==> src/rtl/irda_transmit.sv <==
// IrDA SIR (RZI) transmitter: 8N1 frames sent as 3/16-bit-width pulses on txd.
// Define IRDA_SHUTDOWN_EN to assert the transceiver shutdown pin after an idle period.
module irda_transmit #(
   parameter int BAUD     = 9600,
   parameter int FREQ     = 12000000,
   parameter int SHUTDOWN = 64,
   parameter int WAKE     = 4
) (
   input  logic       clk,
   input  logic       rst,
   input  logic       stb,
   input  logic [7:0] dat,
   output logic       rdy,
   output logic       txd,
   output logic       sd
);
   localparam int DIV   = FREQ / BAUD;
   localparam int PULSE = (3 * DIV) / 16;
   localparam int CNT_W = $clog2(DIV);
   localparam logic [CNT_W-1:0] CNT_LAST  = CNT_W'(DIV - 1);
   localparam logic [CNT_W-1:0] PULSE_END = CNT_W'(PULSE);

   if (DIV < 16 || SHUTDOWN < 1 || WAKE < 1) begin : g_param_check
      $error("irda_transmit: FREQ/BAUD must be at least 16, SHUTDOWN and WAKE positive");
   end

`ifdef IRDA_SHUTDOWN_EN
   typedef enum logic [2:0] {S_IDLE, S_WAKE, S_START, S_DATA, S_STOP} state_t;

   localparam int IDLE_MAX = ((SHUTDOWN > WAKE) ? SHUTDOWN : WAKE) * DIV;
   localparam int IDLE_W   = $clog2(IDLE_MAX + 1);
   localparam logic [IDLE_W-1:0] SD_CNT  = IDLE_W'(SHUTDOWN * DIV);
   localparam logic [IDLE_W-1:0] WK_LAST = IDLE_W'(WAKE * DIV - 1);

   logic [IDLE_W-1:0] idle_q, idle_d;
   logic              sd_q, sd_d;
`else
   typedef enum logic [2:0] {S_IDLE, S_START, S_DATA, S_STOP} state_t;
`endif

   state_t           state_q, state_d;
   logic [CNT_W-1:0] cnt_q, cnt_d;
   logic [2:0]       idx_q, idx_d;
   logic [7:0]       sh_q, sh_d;
   logic             txd_q, txd_d;

   // A zero bit lights the LED for the first PULSE cycles of its slot; the start bit is always zero.
   function automatic logic pulse_on(input state_t st, input logic [CNT_W-1:0] c, input logic b);
      return ((st == S_START) || (st == S_DATA && !b)) && (c < PULSE_END);
   endfunction

   always_comb begin
      state_d = state_q;
      cnt_d   = (cnt_q == CNT_LAST) ? '0 : cnt_q + 1'b1;
      idx_d   = idx_q;
      sh_d    = sh_q;
      rdy     = 1'b0;
`ifdef IRDA_SHUTDOWN_EN
      idle_d  = idle_q;
      sd_d    = sd_q;
`endif
      case (state_q)
         S_IDLE: begin
            rdy   = 1'b1;
            cnt_d = '0;
            if (stb) begin
               sh_d    = dat;
               idx_d   = '0;
               state_d = S_START;
            end
`ifdef IRDA_SHUTDOWN_EN
            if (stb) begin
               idle_d = '0;
               if (sd_q) begin
                  state_d = S_WAKE;
                  sd_d    = 1'b0;
               end
            end else if (idle_q != SD_CNT) begin
               idle_d = idle_q + 1'b1;
               if (idle_d == SD_CNT) sd_d = 1'b1;
            end
`endif
         end
`ifdef IRDA_SHUTDOWN_EN
         // The idle counter doubles as the wake-up timer; it is always zero on entry.
         S_WAKE: begin
            cnt_d = '0;
            if (idle_q == WK_LAST) begin
               idle_d  = '0;
               state_d = S_START;
            end else begin
               idle_d = idle_q + 1'b1;
            end
         end
`endif
         S_START: begin
            if (cnt_q == CNT_LAST) begin
               idx_d   = '0;
               state_d = S_DATA;
            end
         end
         S_DATA: begin
            if (cnt_q == CNT_LAST) begin
               sh_d  = {1'b0, sh_q[7:1]};
               idx_d = idx_q + 1'b1;
               if (idx_q == 3'd7) state_d = S_STOP;
            end
         end
         S_STOP: begin
            if (cnt_q == CNT_LAST) begin
               rdy = 1'b1;
               if (stb) begin
                  sh_d    = dat;
                  idx_d   = '0;
                  state_d = S_START;
               end else begin
                  state_d = S_IDLE;
               end
            end
         end
         default: state_d = S_IDLE;
      endcase
      txd_d = pulse_on(state_d, cnt_d, sh_d[0]);
   end

   always_ff @(posedge clk) begin
      if (!rst) begin
         state_q <= S_IDLE;
         cnt_q   <= '0;
         idx_q   <= '0;
         txd_q   <= 1'b0;
      end else begin
         state_q <= state_d;
         cnt_q   <= cnt_d;
         idx_q   <= idx_d;
         txd_q   <= txd_d;
      end
      sh_q <= sh_d;
   end

`ifdef IRDA_SHUTDOWN_EN
   always_ff @(posedge clk) begin
      if (!rst) begin
         idle_q <= '0;
         sd_q   <= 1'b0;
      end else begin
         idle_q <= idle_d;
         sd_q   <= sd_d;
      end
   end

   assign sd = sd_q;
`else
   assign sd = 1'b0;
`endif

   assign txd = txd_q;

endmodule

==> config.mk <==
export PLATFORM = sky130hd
export DESIGN_NAME = irda_transmit
export DESIGN_NICKNAME = d
export VERILOG_FILES = /design/src/rtl/irda_transmit.sv
export SDC_FILE = /design/constraint.sdc
export NUM_CORES = 1
export LEC_CHECK = 0
export BUFFER_PORTS_ARGS = -buffer_cell sky130_fd_sc_hd__buf_2
export CORE_ASPECT_RATIO = 1.1
export CORE_MARGIN = 10
export CORE_UTILIZATION = 55
export CTS_CLUSTER_SIZE = 40
export DETAILED_ROUTE_END_ITERATION = 12
export PLACE_DENSITY = 0.75
export SLEW_MARGIN = 20
export SYNTH_ARGS = -nofsm -noshare
export SYNTH_HDL_FRONTEND = slang
export SYNTH_SLANG_ARGS = --single-unit
==> constraint.sdc <==
create_clock -name clk -period 3.08 [get_ports clk]
set_input_delay 0.77 -clock clk [delete_from_list [all_inputs] [get_ports clk]]
set_output_delay 0.77 -clock clk [all_outputs]
set_load 0.005 [all_outputs]
# Yosys cells after proc, flatten, opt, wreduce, memory -nomap -nowiden
# Index checks and enable logic that the tools add are counted.
# word_totals
output_inout_bits	3
register_bits	26
inputBits	11
wordCells	48
# op_classes
n_reduce_logical	9
mux	20
addsub	2
eq_ne	10
magnitude_cmp	1
# op_table
op	count
3-bit two-way mux	9
8-bit two-way mux	3
3-bit case mux with 4 select lines	2
8-bit case mux with 3 select lines	1
11-bit two-way mux	2
11-bit by 1-bit adder with 11-bit output (second input constant)	1
11-bit == test (second input constant)	1
11-bit by 8-bit < comparator with 1-bit output (second input constant)	1
3-bit by 2-bit == test with 1-bit output (second input constant)	3
3-bit by 1-bit == test with 1-bit output (second input constant)	2
2-bit inequality test (second input constant)	3
4-bit AND reduction	1
4-bit nonzero test	1
3-bit by 1-bit adder with 3-bit output (second input constant)	1
3-bit == test (second input constant)	1
3-bit logical NOT	1
3-bit AND reduction	1
3-bit nonzero test	1
1-bit logical AND	2
1-bit two-way mux	2
1-bit case mux with 2 select lines	1
1-bit logical NOT	1
1-bit logical OR	1

# Logic depth before layout (Yosys ltp)
# depth
ltp_word	8
depth_mapped	8
ltp_nobuf	7

# Worst setup path after synthesis
# Ideal clock, no wire load.
# synth_path
kind	register -> output
from	register cnt_q[0]
to	output rdy
t_required_ns	2.310
arrival_ns	1.883
path_stages_with_launch	6
setup_slack_ns	0.427
n_path_buf	0
path_cell_list	dfxtp_1 -> ha_1 -> or3b_2 -> or4_4 -> a21o_4 -> inv_1
# synth_via
elab_chain_len	3
# synth_lines
item	line	text
start: declaration	42	logic [CNT_W-1:0] cnt_q, cnt_d;
start signal: assignment	134	cnt_q <= cnt_d;
11-bit == test	110	if (cnt_q == CNT_LAST) begin
1-bit two-way mux	110	
1-bit case mux with 2 select lines	62	case (state_q)
end: declaration	13	output logic rdy,
# Every way passes these cells.

# Worst setup path in the final report
# layout_path
from	register cnt_q[2]
to	output rdy
# Same word-level chain as after synthesis.

==> metrics <==
Peak VDD IR 0.2134 mV; Clock power frac 0.245; Post-Synth XOR/XNOR Area 0.05052; Int Power 0.4513 mW; largest family of logic cells by synthesized area simple AND/OR/NAND/NOR gates; GRT Overall Usage 0.1180; final core occ 0.6109; Setup WS post-layout roughly 92 ps; Worst Clk Skew around 14 ps; Synth Instances approximately 180; Clk pin slew, worst setup/hold paths 140 ps; antenna cells 0; Async SR Flop Fraction 0; busiest grt layer met2; arrival time at the worst endpoint ~2200 ps; DR vias/cell between 5 and 6; DP Wirelength ~2.4 mm; P_leak 0.6357 nW; Logic pwr share 0.125; Multi-input gate area about 900 sq um; Crit. End Element primary output; die height between 70 and 80 um; Simple-Gate Fraction of Synth Area 0.2550; WL final 3.100 mm; vias in the first global route roughly 1,300; chip width about 71 um; maximum operating frequency 0.3347 GHz; nets@finish roughly 200; Synth area leader dfxtp_1; gpl congestion approximately 0.85; synthesized cell area 0.001560 sq mm; Die ar. about 0.0054 sq mm; Commonest cells post-synth dfxtp_1 (19), nor2_1 (19), nand2_1 (13); met2 Track Usage GR 0.2315; register area between 600 and 700 sq um; Synth Area in Compound Gates 0.1740; Clock H-tree levels 1; Net Sw Power 0.1472 mW; Starting Density 0.5668; Setup TNS 0 ps; Area Overhead vs Synth 7.779%; ys flop type dfxtp_1; number of buffers created by CTS 3; PwrDens 355.9 mW/mm^2; minimum clock period 2988 ps; RSZ-0062 raised after global routing false; Post-DRT Antenna Nets 0; clk_lat worst skew between 300 and 400 ps; Worst Path Max Fanout 9; routed len/inst around 14 um; placed cell areas approximately 0.0016 sq mm; clock sinks 26; Rows 20; core footprint between 0.002 and 0.003 sq mm; Root Buffer clkbuf_4; TritonCTS clock tree built; # hold bufs at CTS 0; Pre-antenna DRT Iters 4; DRC viols 0; clk buf depth 2; grt ovf 0; layout cells sized above 1 0.1809; Mapped Avg Cell Area approximately 8.8 sq um; Synth area leaders dfxtp_1 (24%), edfxtp_1 (13%), mux2i_1 (5.8%); initial DRC count 87; first-pass GRT wire length ~5.4 mm; Critical Path Source Type flop; final hold viol count 0; Max-cap violations 0; critical path class flop to primary output; met3 Usage GRT 0.01823; mux share of post-synthesis cell area 0.05774; I/O pins 14; Final Setup Violations 0; pre-CTS WS ~220 ps; via count approximately 1,300; Least-Margin Pin Slew ~690 ps; register share of total power 0.630; Slew Viols, Final 0; PortBufs 12; Synth Register Bits 26; synth unique cells 52; Worst EP required ~2300 ps; design area ~0.0017 sq mm; Final period util 0.9702; switch share 0.2460; run status finished, final reports clean; Post-Synth Adder-Cell Area 0.03208; met1 GRT Util 0.1269; initial antenna violation count 0; # fillers about 250; Hold Path Class flop to flop; post-synthesis sequential area ratio 0.3785; share of the synthesized area in the top cell type 0.2438; Yosys warning count 0; pin count of the biggest net entering global routing 15; relative slew slack 0.5430; number of synthesized flops with an enable pin 7
==> stage by stage <==
stage	total power, mW	hold slack (ps)	std cells
2_1_floorplan	0.4340	459.0	178
3_3_place_gp	0.4504	470.8	213
3_5_place_dp	0.4540	491.6	213
4_1_cts	0.6014	473.3	217
5_1_grt	0.6304	502.8	221
6_report	0.5985	476.7	221
==> repair_timing <==
| action | CTS | global route |
|---|---|---|
| endpoints found under the setup margin | 1 | 1 |
| cloned | 0 | 0 |
| pin swaps | 0 | 2 |
| hold endpoints to repair | 0 | 0 |
| setup buffers | 0 | 4 |
| resized for setup | 4 | 4 |
==> sequential cells by signal, indices dropped and copies added (netlist names) <==
register  cells
sh_q          8
cnt_q        11
state_q       3
txd           1
idx_q         3
==> power groups by stage <==
stage	Combinational (mW)	Sequential, mW	Clock [mW]
floorplan	0.0546	0.379	0
global placement	0.0666	0.384	0
detailed placement	0.0690	0.385	0
CTS	0.0699	0.378	0.154
global route	0.0851	0.380	0.166
finish	0.0747	0.377	0.147
==> final timing paths <==
kind                             from                   to  slack (ps)  depth (start not counted)
setup / recovery  cnt_q[2]$_SDFF_PN0_                  rdy          90                          5
hold / removal    cnt_q[0]$_SDFF_PP0_  cnt_q[0]$_SDFF_PP0_         480                          1
setup reg to reg  cnt_q[1]$_SDFF_PN0_    sh_q[4]$_DFFE_PP_         760                          6
hold reg to reg   cnt_q[0]$_SDFF_PP0_  cnt_q[0]$_SDFF_PP0_         480                          1
==> cell families (layout without fill, tap and decap cells) <==
logic type,count (synthesis),in the layout
adders and majority gates,4,4
AOI/OAI and AO/OA,39,39
other,1,2
DFF,26,26
muxes,9,9
buffers and inverters,16,26
and+or+nand+nor,73,73
xor gates and xnor gates,9,9
==> area by class of cell <==
type | count | share of cell area
sequential | 26 | 0.3571
multi-input combinational | 136 | 0.5357
tap | 33 | 0.02455
timing repair buffer | 16 | 0.05357
inverter | 6 | 0.01339
clock buffer | 4 | 0.01563
==> critical path, cell delays in order, from the launching register on <==
cell and delay, ps:
dfxtp_2 400, or4b_4 580, or4_4 540, a21o_4 240
inv_1 50, buf_2 100
==> layout by cell type (no fill, tap or decap), types with 2 or more instances in the layout <==
cell type  instances
a21oi_1           10
a311oi_1           2
and3_1             2
buf_2             12
buf_4              4
clkbuf_4           3
conb_1             2
dfxtp_1           15
dfxtp_2            2
dfxtp_4            2
edfxtp_1           7
ha_1               3
inv_1              6
mux2i_1            9
nand2_1           13
nand2b_1           5
nand3_1            9
nand4_1            3
nor2_1            19
nor2b_1            5
nor3_1             3
nor3b_1            3
o21ai_0            5
o21ai_1            5
or2_2              2
xnor2_1            4
xor2_1             5
==> metal layers <==
layer,share of wire,vias up
li1,-,660
met1,0.44,611
met2,0.52,29
met3,0.031,6
met4,0.013,0
met5,0,-
No activity file was read; power rests on OpenSTA's default activity.
